### src/rtl/blit_pkg.sv
// Shared types and geometry for the sprite blitter.
package blit_pkg;
  localparam int unsigned FB_W    = 640;
  localparam int unsigned FB_H    = 480;
  localparam int unsigned SPR_W   = 20;
  localparam int unsigned SPR_H   = 20;
  localparam int unsigned NUM_SPR = 7;

  localparam int unsigned COORD_W = 10;
  localparam int unsigned SUM_W   = 11;
  localparam int unsigned CNT_W   = 5;
  localparam int unsigned ID_W    = 3;
  localparam int unsigned SPR_AW  = 12;
  localparam int unsigned FB_AW   = 19;
  localparam int unsigned PIX_W   = 24;

  typedef logic [PIX_W-1:0] pixel_t;
  typedef logic [FB_AW-1:0] fb_addr_t;

  localparam pixel_t KEY_COLOR = 24'hFF00FF;

  typedef enum logic [1:0] {IDLE, READ, WRITE, DONE} blit_state_t;
endpackage

### src/rtl/blit_addr_gen.sv
// Row/col walker for one sprite; registers ROM/frame-buffer addresses and clip flag
// from the next counter values so they line up with the FSM's next state.
module blit_addr_gen
  import blit_pkg::*;
(
  input  logic               Clk,
  input  logic               Reset,
  input  logic               load,
  input  logic               advance,
  input  logic [COORD_W-1:0] pos_x,
  input  logic [COORD_W-1:0] pos_y,
  input  logic [ID_W-1:0]    sprite_id,
  output logic [SPR_AW-1:0]  spr_addr,
  output fb_addr_t           fb_addr,
  output logic               in_bounds,
  output logic               last
);
  logic [CNT_W-1:0]   row, col, row_n, col_n;
  logic [COORD_W-1:0] px, py, px_n, py_n;
  logic [ID_W-1:0]    id, id_n;
  logic [SUM_W-1:0]   x_sum, y_sum;

  // Next counters; sums are 11 bits so off-screen positions never wrap back on.
  always_comb begin
    row_n = row;
    col_n = col;
    px_n  = px;
    py_n  = py;
    id_n  = id;
    if (load) begin
      row_n = '0;
      col_n = '0;
      px_n  = pos_x;
      py_n  = pos_y;
      id_n  = sprite_id;
    end else if (advance) begin
      if (col == CNT_W'(SPR_W - 1)) begin
        col_n = '0;
        row_n = row + CNT_W'(1);
      end else begin
        col_n = col + CNT_W'(1);
      end
    end
    x_sum = SUM_W'(px_n) + SUM_W'(col_n);
    y_sum = SUM_W'(py_n) + SUM_W'(row_n);
  end

  always_ff @(posedge Clk) begin
    if (!Reset) begin
      row       <= '0;
      col       <= '0;
      px        <= '0;
      py        <= '0;
      id        <= '0;
      spr_addr  <= '0;
      fb_addr   <= '0;
      in_bounds <= 1'b0;
      last      <= 1'b0;
    end else begin
      row       <= row_n;
      col       <= col_n;
      px        <= px_n;
      py        <= py_n;
      id        <= id_n;
      spr_addr  <= SPR_AW'(id_n) * SPR_AW'(SPR_W * SPR_H)
                 + SPR_AW'(row_n) * SPR_AW'(SPR_W) + SPR_AW'(col_n);
      // y*640 as (y<<9)+(y<<7)
      fb_addr   <= (FB_AW'(y_sum) << 9) + (FB_AW'(y_sum) << 7) + FB_AW'(x_sum);
      in_bounds <= (x_sum < SUM_W'(FB_W)) && (y_sum < SUM_W'(FB_H));
      last      <= (row_n == CNT_W'(SPR_H - 1)) && (col_n == CNT_W'(SPR_W - 1));
    end
  end
endmodule

### src/rtl/sprite_blitter.sv
// Copies one 20x20 sprite from ROM into the frame buffer with off-screen clipping.
// Define SPRITE_BLITTER_TRANSPARENCY_EN to skip KEY_COLOR pixels.
module sprite_blitter
  import blit_pkg::*;
(
  input  logic               Clk,
  input  logic               Reset,
  input  logic               start,
  input  logic [COORD_W-1:0] pos_x,
  input  logic [COORD_W-1:0] pos_y,
  input  logic [ID_W-1:0]    sprite_id,
  output logic               busy,
  output logic               done,
  output logic [SPR_AW-1:0]  spr_addr,
  input  pixel_t             spr_data,
  output fb_addr_t           fb_addr,
  output pixel_t             fb_data,
  output logic               fb_we,
  input  logic               fb_ready
);
  blit_state_t state, state_n;
  logic load, advance, last, in_bounds, key_hit, write_ok;

`ifdef SPRITE_BLITTER_TRANSPARENCY_EN
  assign key_hit = (spr_data == KEY_COLOR);
`else
  assign key_hit = 1'b0;
`endif

  assign write_ok = in_bounds && !key_hit;

  blit_addr_gen u_addr_gen (
    .Clk       (Clk),
    .Reset     (Reset),
    .load      (load),
    .advance   (advance),
    .pos_x     (pos_x),
    .pos_y     (pos_y),
    .sprite_id (sprite_id),
    .spr_addr  (spr_addr),
    .fb_addr   (fb_addr),
    .in_bounds (in_bounds),
    .last      (last)
  );

  always_ff @(posedge Clk) begin
    if (!Reset) state <= IDLE;
    else        state <= state_n;
  end

  // ROM data arrives during WRITE, so the write port is decoded from it directly.
  always_comb begin
    state_n = state;
    load    = 1'b0;
    advance = 1'b0;
    busy    = 1'b0;
    done    = 1'b0;
    fb_we   = 1'b0;
    fb_data = '0;
    case (state)
      IDLE: begin
        if (start) begin
          if (sprite_id < ID_W'(NUM_SPR)) begin
            load    = 1'b1;
            state_n = READ;
          end else begin
            state_n = DONE;
          end
        end
      end
      READ: begin
        busy    = 1'b1;
        state_n = WRITE;
      end
      WRITE: begin
        busy    = 1'b1;
        fb_data = spr_data;
        fb_we   = write_ok;
        advance = !write_ok || fb_ready;
        if (advance) state_n = last ? DONE : READ;
      end
      DONE: begin
        busy    = 1'b1;
        done    = 1'b1;
        state_n = IDLE;
      end
      default: state_n = IDLE;
    endcase
  end
endmodule
### config.mk
export PLATFORM = sky130hd
export DESIGN_NAME = sprite_blitter
export DESIGN_NICKNAME = d
export VERILOG_FILES = /design/src/rtl/blit_pkg.sv /design/src/rtl/blit_addr_gen.sv /design/src/rtl/sprite_blitter.sv
export SDC_FILE = /design/constraint.sdc
export NUM_CORES = 1
export LEC_CHECK = 0
export BUFFER_PORTS_ARGS = -buffer_cell sky130_fd_sc_hd__buf_2
export CORE_MARGIN = 1.5
export CORE_UTILIZATION = 45
export CTS_CLUSTER_DIAMETER = 80
export DETAILED_ROUTE_END_ITERATION = 7
export GPL_ROUTABILITY_DRIVEN = 0
export PLACE_DENSITY_LB_ADDON = 0.12
export SLEW_MARGIN = 10
export SYNTH_ARGS = -nofsm -noshare
export SYNTH_HDL_FRONTEND = slang
export SYNTH_SLANG_ARGS = --single-unit
export TNS_END_PERCENT = 10
### constraint.sdc
create_clock -name Clk -period 12.1 [get_ports Clk]
set_input_delay 1.815 -clock Clk [delete_from_list [all_inputs] [get_ports Clk]]
set_output_delay 1.815 -clock Clk [all_outputs]
set_load 0.1 [all_outputs]
# Word-level counts from Yosys, hierarchy flattened
# Index checks and enable logic that the tools add are counted.
[totals]
inputBits = 51
out_inout_bits = 58
regBits = 68
[op_classes]
n_mux = 22
addsub = 8
mul = 2
n_lt_le_gt_ge = 3
n_eq_ne = 8
n_reduce_logical = 7
[op_table]
columns = ["operator", "n"]
rows = [
  ["5-bit 2-to-1 mux", 6],
  ["24-bit 2-to-1 mux", 1],
  ["10-bit by 5-bit adder with 11-bit output", 2],
  ["10-bit 2-to-1 mux", 2],
  ["19-bit by 11-bit adder with 19-bit output", 1],
  ["19-bit by 18-bit adder with 19-bit output", 1],
  ["5-bit == test, second input constant", 3],
  ["12-bit by 10-bit adder with 12-bit output", 1],
  ["12-bit by 5-bit adder with 12-bit output", 1],
  ["11-bit by 10-bit less-than comparator with 1-bit output, second input constant", 1],
  ["11-bit by 9-bit less-than comparator with 1-bit output, second input constant", 1],
  ["5-bit by 1-bit adder with 5-bit output, second input constant", 2],
  ["3-bit by 5-bit multiplier with 8-bit output, second input constant", 1],
  ["5-bit by 3-bit multiplier with 8-bit output, second input constant", 1],
  ["2-bit 2-to-1 mux", 4],
  ["2-bit one-hot mux with 4 select lines", 1],
  ["1-bit 2-to-1 mux", 7],
  ["2-bit == test, second input constant", 2],
  ["2-bit inequality test, second input constant", 2],
  ["3-bit less-than comparator, second input constant", 1],
  ["3-bit 2-to-1 mux", 1],
  ["3-bit OR reduction", 1],
  ["2-bit by 1-bit == test with 1-bit output, second input constant", 1],
  ["1-bit logical AND", 2],
  ["other kinds (4)", 4],
]

# Logic depth before layout (Yosys ltp)
# Gate-level depths: netlist of run 1.
[logic_depth]
word_depth = 8
ltp_mapped = 24

# By module
# Synthesis of run 1 repeated with hierarchy kept, for this count alone.
[unflattened]
hier_cells = 495
area_unflattened_um2 = 4488.1
[by_module_without_submodules]
columns = ["mod", "instances", "cells_per_inst", "seq_area_each_um2", "area_each_um2"]
rows = [
  ["blit_addr_gen", 1, 451, 1281.2, 4169.0],
  ["sprite_blitter", 1, 44, 40.0, 319.1],
]

# Least setup slack after synthesis of run 1
# OpenSTA, ideal clock, no wires.
[synth_timing]
path_type = "in2reg"
startpoint = "input port start"
endpoint = "register u_addr_gen.fb_addr[18]"
path_buffers = 2
slack_ns = 5.543
setup_time_ns = 0.121
stages = 21
arrival_time_ns = 6.436
path_cell_list = "or3b_4 > nor2_8 > buf_2 > clkbuf_1 > mux2i_1 > inv_1 > ha_1 > a211o_1 > o211ai_1 > a221oi_1 > nand2_1 > xor2_1 > fa_1 > inv_1 > fa_1 > nor2b_1 > o21ai_0 > a21oi_1 > o2111ai_1 > and3_1 > mux2_4"
[synth_between]
elab_cells_between_ends = 10
classes_between = "add/sub (4); mux (6)"
[synth_lines]
columns = ["element", "line", "rtl"]
rows = [
  ["from (decl)", "sprite_blitter.sv:8", "input logic start,"],
  ["1-bit 2-to-1 mux", "sprite_blitter.sv:62", "if (start) begin"],
  ["1-bit 2-to-1 mux", "sprite_blitter.sv:60", "case (state)"],
  ["10-bit 2-to-1 mux", "blit_addr_gen.sv:30", "if (load) begin"],
  ["named net u_addr_gen.px_n[1]", "blit_addr_gen.sv:19", "logic [COORD_W-1:0] px, py, px_n, py_n;"],
  ["10-bit by 5-bit adder with 11-bit output", "blit_addr_gen.sv:44", "x_sum = SUM_W'(px_n) + SUM_W'(col_n);"],
  ["19-bit by 11-bit adder with 19-bit output", "blit_addr_gen.sv:68", "fb_addr <= (FB_AW'(y_sum) << 9) + (FB_AW'(y_sum) << 7) + FB_AW'(x_sum);"],
  ["to (signal assigned)", "blit_addr_gen.sv:68", ""],
  ["to (decl)", "blit_addr_gen.sv:14", "output fb_addr_t fb_addr,"],
]
# The timed path passes the listed nets, and every way through them passes these cells.
# A chain may end at the register's enable or synchronous reset.

# Final worst setup path of run 1
# Ends and elaborated chain as after synthesis.

==> impl_metrics.json, run 1 <==
{
  "die_h_um": 103,
  "max_cap_viol_count": 0,
  "drive_above_1_share_pct": 22.7,
  "async_flop_share_pct": 0,
  "critPathArrivalTime_ns": 6.76,
  "crit_slowest_cell": "fa_1",
  "track_usage_pct": 20.8,
  "tns_ns": 0,
  "rsz0062_at_grt": "false",
  "cts_buffers": 9,
  "path_delay_family": "simple AND/OR/NAND/NOR gates",
  "antenna_found_initial": 0,
  "area_delta_synth_final_pct": 18.8,
  "io_pins": 109,
  "synth_area_per_cell_um2": 8.77,
  "grt_pass1_vias": 3633,
  "syn_area_um2": 4470,
  "path_max_fanout": 34,
  "slew_violations": 0,
  "endpoint_kind": "flop",
  "drt_wl_total_um": 10500,
  "synth_seq_area_share_pct": 29.6,
  "cts_max_path_buffers": 2,
  "cts.sinks": 66,
  "grt_max_degree": 53,
  "cp_cell_sequence": "buf_2, or3b_4, nor2_8, mux2i_1, inv_1, ha_1, a211o_1, o211ai_1, a221oi_1, nand2_1, xor2_1, fa_1, inv_1, fa_1, nor2b_1, o21ai_0, a21oi_1, o2111ai_1, and3_1, mux2_4",
  "fp.dieArea_um2": 10500,
  "hold_class": "flop to flop",
  "synth.distinct_cells": 63,
  "hold_viol_final": 0,
  "die_x_um": 103,
  "io_buffer_count": 108,
  "clock-root-buffer": "clkbuf_8",
  "antenna_left": 0,
  "netlist_instances": 510,
  "tightest_slew_ns": 0.640,
  "skew_ns": 0.00818,
  "leakagePower_nw": 2.75,
  "slew_headroom_pct": 57.3,
  "powerDensity_nw_per_um2": 123,
  "crit_type": "primary input to flop",
  "htreeDepth": 3,
  "overflow": 0,
  "ir_drop_mv": 0.0793,
  "cts_tree": "done",
  "worstPathRequired_ns": 12.35,
  "ys.flop_type": "dfxtp_1",
  "slowest_delay_ns": 0.53,
  "place_inst": 738,
  "clock.fmax_mhz": 154,
  "drc_errors": 0,
  "cts_resized": 0,
  "fin_nets": 732,
  "ys_seq_elements": 66,
  "start_util_pct": 46.2,
  "grt_pass1_wl_um": 16900,
  "crit_buf_inv": 3,
  "clk_pin_slew_worst_paths_ns": 0.07,
  "yosys_warnings": 0,
  "wl_per_cell_um": 13.9,
  "syn-num-nets": 626,
  "nFillCells": 929,
  "core_um2": 9680,
  "synth_edf_count": 0,
  "dr.pass1.iters": 4,
  "via_count": 3909,
  "vias_per_cell": 5.18,
  "dp_hpwl_um": 8170,
  "postCtsSetupBuffers": 0,
  "drt-initial-drc-count": 144,
  "final_cells": 754,
  "setup_viol": 0,
  "num_rows": 36,
  "crit_path_start_kind": "primary input",
  "min_period_over_period_pct": 53.8,
  "fin_crit_ns": 6.51,
  "n_antenna_cell": 0,
  "hold_buffers": 0,
  "status": "completed",
  "clk_latency_ns": 0.36
}
==> per-stage QoR <==
step           area [um^2]  hold slack [ns]  power, mW  setup WS, ns  util, %
3_3_place_gp          5120            0.451      0.481          5.34     52.9
2_1_floorplan         4470            0.444      0.438          5.54        -
6_report              5310            0.463      0.653          5.59     54.9
5_1_grt               5310            0.494      0.690          5.21     54.9
4_1_cts               5310            0.466      0.661          5.64     54.9
3_5_place_dp          5120            0.456      0.482          5.24     52.9
==> cell usage after synthesis (2+ instances only) <==
library cell | n | area share, %
a2111oi_0 | 2 | 0.39
nor2_1 | 48 | 4.0
fa_1 | 8 | 3.6
nor3_1 | 11 | 1.2
mux2i_1 | 15 | 3.4
o31ai_1 | 3 | 0.50
buf_2 | 2 | 0.22
nor2b_1 | 7 | 0.98
and2_1 | 41 | 5.7
clkbuf_1 | 10 | 0.84
a21o_1 | 10 | 1.7
dfxtp_1 | 66 | 30
a221oi_1 | 2 | 0.39
mux2_2 | 2 | 0.50
a211oi_1 | 4 | 0.67
or3_1 | 3 | 0.42
or2_2 | 2 | 0.28
nand3_1 | 13 | 1.5
and3_1 | 5 | 0.70
nand2_1 | 40 | 3.4
a21oi_1 | 38 | 4.3
o21bai_1 | 3 | 0.50
xor2_1 | 14 | 2.7
xnor2_1 | 14 | 2.7
o21ai_0 | 14 | 1.6
ha_1 | 57 | 16
buf_4 | 3 | 0.50
nor3b_1 | 4 | 0.67
nand2b_1 | 4 | 0.56
inv_1 | 30 | 2.5
o21a_1 | 3 | 0.50
==> placed cells by master (no fill, tap or decap), types with 3 or more instances in the layout <==
| master | n |
|---|---|
| a211oi_1 | 4 |
| a21o_1 | 10 |
| a21oi_1 | 38 |
| and2_1 | 41 |
| and3_1 | 5 |
| buf_2 | 108 |
| clkbuf_8 | 12 |
| dfxtp_1 | 66 |
| fa_1 | 8 |
| ha_1 | 57 |
| inv_1 | 30 |
| mux2i_1 | 15 |
| nand2_1 | 40 |
| nand2b_1 | 4 |
| nand3_1 | 13 |
| nor2_1 | 48 |
| nor2b_1 | 7 |
| nor3_1 | 11 |
| nor3b_1 | 4 |
| o21a_1 | 3 |
| o21ai_0 | 14 |
| o21bai_1 | 3 |
| o31ai_1 | 3 |
| or3_1 | 3 |
| xnor2_1 | 14 |
| xor2_1 | 14 |
==> path summary, 6_finish.rpt <==
kind                          from                     end  cells past startpoint  slack (ns)
setup / recovery             start  u_addr_gen.fb_addr[18]                     20        5.59
hold reg to reg   u_addr_gen.py[1]        u_addr_gen.py[1]                      2        0.46
hold / removal    u_addr_gen.py[1]        u_addr_gen.py[1]                      2        0.46
setup reg to reg          state[1]  u_addr_gen.fb_addr[18]                     20        6.72
==> per-layer routing <==
layer  share of wire, %  wire length, um  global-route usage, %  up-vias
met5                  0                0                      0        -
met4                1.9              194                   7.69        0
met3                6.2              652                   3.73       16
met2                 44             4560                   33.6      127
met1                 48             5050                   27.9     1793
li1                   -                -                      -     1973
==> flip-flops by register name, indices dropped and copies added (netlist names) <==
name and flops:
u_addr_gen.fb_addr 19, u_addr_gen.px 10, u_addr_gen.py 10, u_addr_gen.spr_addr 10
u_addr_gen.col 5, u_addr_gen.row 5, u_addr_gen.id 3, state 2
u_addr_gen.in_bounds 1, u_addr_gen.last 1
==> layout make-up <==
type                            count  area [um^2]  area share, %
Multi-Input combinational cell    398         2960           55.8
Clock inverter                      4         25.0          0.471
Tap cell                          133          166           3.13
Inverter                           31          116           2.19
Clock buffer                       12          165           3.11
Timing Repair Buffer              110          556           10.5
Sequential cell                    66         1320           24.9
==> cells by family after synthesis <==
logic type,synth area share (%)
simple gates,22.6
compound gates,13.9
flops,29.6
fa+ha+maj,19.5
buf+inv,4.17
xor+xnor,5.99
mux,4.20
==> worst min-delay path: cells and delay by family, from the launching register on <==
kind	cells	cell delay (ns)
simple gates	1	0.06
flops	1	0.30
compound gates	1	0.06
==> power by group <==
group	internal, mW	switching, mW	total [mW]
sequential	0.234	0.00532	0.239
combinational	0.0592	0.178	0.237
clock	0.0903	0.0860	0.176
(Power assumes the default switching activity.)
==> run 2: changes to the inputs <==
==> constraint.sdc (replaced) <==
create_clock -name Clk -period 5.4 [get_ports Clk]
set_input_delay 0.81 -clock Clk [delete_from_list [all_inputs] [get_ports Clk]]
set_output_delay 0.81 -clock Clk [all_outputs]
set_load 0.1 [all_outputs]
==> run 2 against run 1 <==
Compared with the run above:
- largest power group is now combinational cells
- hold slack got worse by 0.0013 ns
- sequential power increased by 130%
- highest routed layer unchanged
- combinational power increased by 130%
- sequential share of layout area decreased by 0.50 points
- design area increased by 2.1%
- non-clock buffer count increased by 11
- core utilization increased by 1.2 points
- sequential cell count unchanged
- first-iteration DRC count increased by 15%
- global-route usage increased by 0.58 points
- die area unchanged
==> impl_metrics.json, run 2 (same netlist as run 1, synthesis figures left out) <==
{
  "cts_buffers": 9,
  "grt_pass1_wl_um": 17300,
  "drc_errors": 0,
  "fin_crit_ns": 5.05,
  "multi_input_area_um2": 2970,
  "top_register": "u_addr_gen.fb_addr",
  "hold_class": "flop to flop",
  "leakagePower_nw": 2.81,
  "switching_share_pct": 39.8,
  "p_comb_share_pct": 36.2,
  "largest_register_ffs": 19,
  "pwr-share-clk_pct": 28.0,
  "hold_viol_final": 0,
  "wl_per_cell_um": 13.8,
  "layout_commonest_cell": "buf_2",
  "grt_use_met1_pct": 28.6,
  "grt_pass1_vias": 3667,
  "nFillCells": 914,
  "switching_power_uw": 599,
  "n_antenna_cell": 0,
  "htreeDepth": 3,
  "grt_max_degree": 28,
  "io_buffer_count": 108,
  "skew_ns": 0.00943,
  "slowest_delay_ns": 0.41,
  "area_delta_synth_final_pct": 21.4,
  "powerDensity_nw_per_um2": 277,
  "fin_nets": 743,
  "cts_tree": "done",
  "crit_path_start_kind": "flop",
  "antenna_found_initial": 0,
  "fp.dieArea_um2": 10500,
  "rrSetupSlack_ns": 0.35,
  "cp_num_cells": 22,
  "antenna_left": 0,
  "path_delay_family": "simple AND/OR/NAND/NOR gates",
  "rsz0062_at_grt": "false",
  "dr.pass1.iters": 5,
  "dp_hpwl_um": 8440,
  "start_util_pct": 46.2,
  "worstPathRequired_ns": 5.64,
  "final_cell_mix": "buf_2, dfxtp_1, ha_1",
  "crit_type": "flop to flop",
  "drt_wl_total_um": 10600,
  "grt_busiest_layer": "met2",
  "num_rows": 36,
  "cts_max_path_buffers": 2,
  "slew_violations": 0,
  "min_period_over_period_pct": 93.4,
  "setup_viol": 0,
  "clk_latency_ns": 0.35,
  "crit_path_start": "state[1]",
  "grtUsageMet3_pct": 4.61,
  "final_cells": 765,
  "overflow": 0,
  "ir_drop_mv": 0.173,
  "min_path_cells": 2,
  "clk_pin_slew_worst_paths_ns": 0.07,
  "r2r_start": "state[1]",
  "whs_endpoint": "u_addr_gen.py[0]",
  "tightest_slew_ns": 0.811,
  "die_h_um": 103,
  "crit_slowest_cell": "dfxtp_2",
  "share_seq_of_total_power_pct": 35.8,
  "drt-initial-drc-count": 165,
  "gr-usage-met2_pct": 34.1,
  "cts.sinks": 66,
  "rr_worst_depth": 22,
  "hp-start": "u_addr_gen.py[0]",
  "place_inst": 749,
  "max_cap_viol_count": 0,
  "drive_above_1_share_pct": 24.1,
  "tns_ns": 0,
  "via_count": 3921,
  "slew_headroom_pct": 45.6,
  "postCtsSetupBuffers": 0,
  "ff_latch_area_um2": 1320,
  "critPathArrivalTime_ns": 5.29,
  "core_um2": 9680,
  "clock.fmax_mhz": 198,
  "clock-root-buffer": "clkbuf_8",
  "path_max_fanout": 9,
  "final_util_pct": 56.0,
  "status": "completed",
  "vias_per_cell": 5.13,
  "endpoint_kind": "flop",
  "cp_cell_sequence": "or2b_1, nor2_1, xor2_1, and3_1, ha_1, inv_1, fa_1, nor2b_1, o31ai_1, a22oi_1, and3_1, xnor2_1, ha_1, ha_1, inv_1, fa_1, nor2b_1, o21ai_0, a21oi_1, o2111ai_1, and3_1, mux2_4",
  "die_x_um": 103,
  "r2r_end": "u_addr_gen.fb_addr[18]",
  "intPower_uw": 905,
  "io_pins": 109,
  "crit_buf_inv": 2,
  "track_usage_pct": 21.4
}
[run 2: cell count changes in the layout (fill, tap and decap cells not counted), sizes merged]
| cell | before | now |
|---|---|---|
| clkbuf | 12 | 14 |
| buf | 110 | 121 |
| clkinv | 3 | 2 |
| bufinv | 0 | 1 |
| clkinvlp | 2 | 0 |
[run 2: how the worst max path moves through the flow]
stage                              to  slack [ns]
2_1_floorplan  u_addr_gen.fb_addr[18]        0.05
3_3_place_gp   u_addr_gen.fb_addr[18]        0.16
3_5_place_dp   u_addr_gen.fb_addr[18]        0.06
4_1_cts        u_addr_gen.fb_addr[18]        0.35
5_1_grt        u_addr_gen.fb_addr[18]        0.07
6_report       u_addr_gen.fb_addr[18]        0.35
[run 2: what timing repair did]
action                     in CTS  in global routing
setup endpoints to repair       0                  1
hold buffers                    0                  0
gates resized for setup         0                  1
[run 2: final cells by class]
type | instances | share of cell area (%)
multi-input cells | 398 | 54.8
flip-flops and latches | 66 | 24.4
repair buffers | 121 | 12.0
well taps | 133 | 3.07
clock buffers | 14 | 3.00
inverters | 31 | 2.14
clock inverters | 2 | 0.646
[run 2: per-stage QoR]
| stage | cell area (um^2) | setup WS [ns] | power [mW] | hold WS, ns |
|---|---|---|---|---|
| floorplan | 4480 | 0.0514 | 0.984 | 0.444 |
| global placement | 5230 | 0.161 | 1.09 | 0.453 |
| detailed placement | 5230 | 0.0568 | 1.09 | 0.457 |
| CTS | 5430 | 0.348 | 1.52 | 0.466 |
| global route | 5430 | 0.0718 | 1.59 | 0.488 |
| finish | 5430 | 0.354 | 1.50 | 0.462 |
[run 2: routing by layer]
layer | vias up | wire length [um]
li1 | 1994 | -
met1 | 1782 | 5110
met2 | 129 | 4630
met3 | 16 | 647
met4 | 0 | 189
met5 | - | 0
[run 2: tightest hold or removal path, cell delays in order (launching register included)]
cell and delay (ns):
dfxtp_1 0.30, nand2_1 0.06, a21oi_1 0.06
[run 2: power by group through the flow]
stage	sequential (mW)	clock, mW	combinational, mW
after global routing	0.542	0.459	0.589
after floorplan	0.720	0	0.264
after detailed placement	0.549	0	0.544
final	0.538	0.421	0.544
after CTS	0.538	0.436	0.547
after global placement	0.547	0	0.540
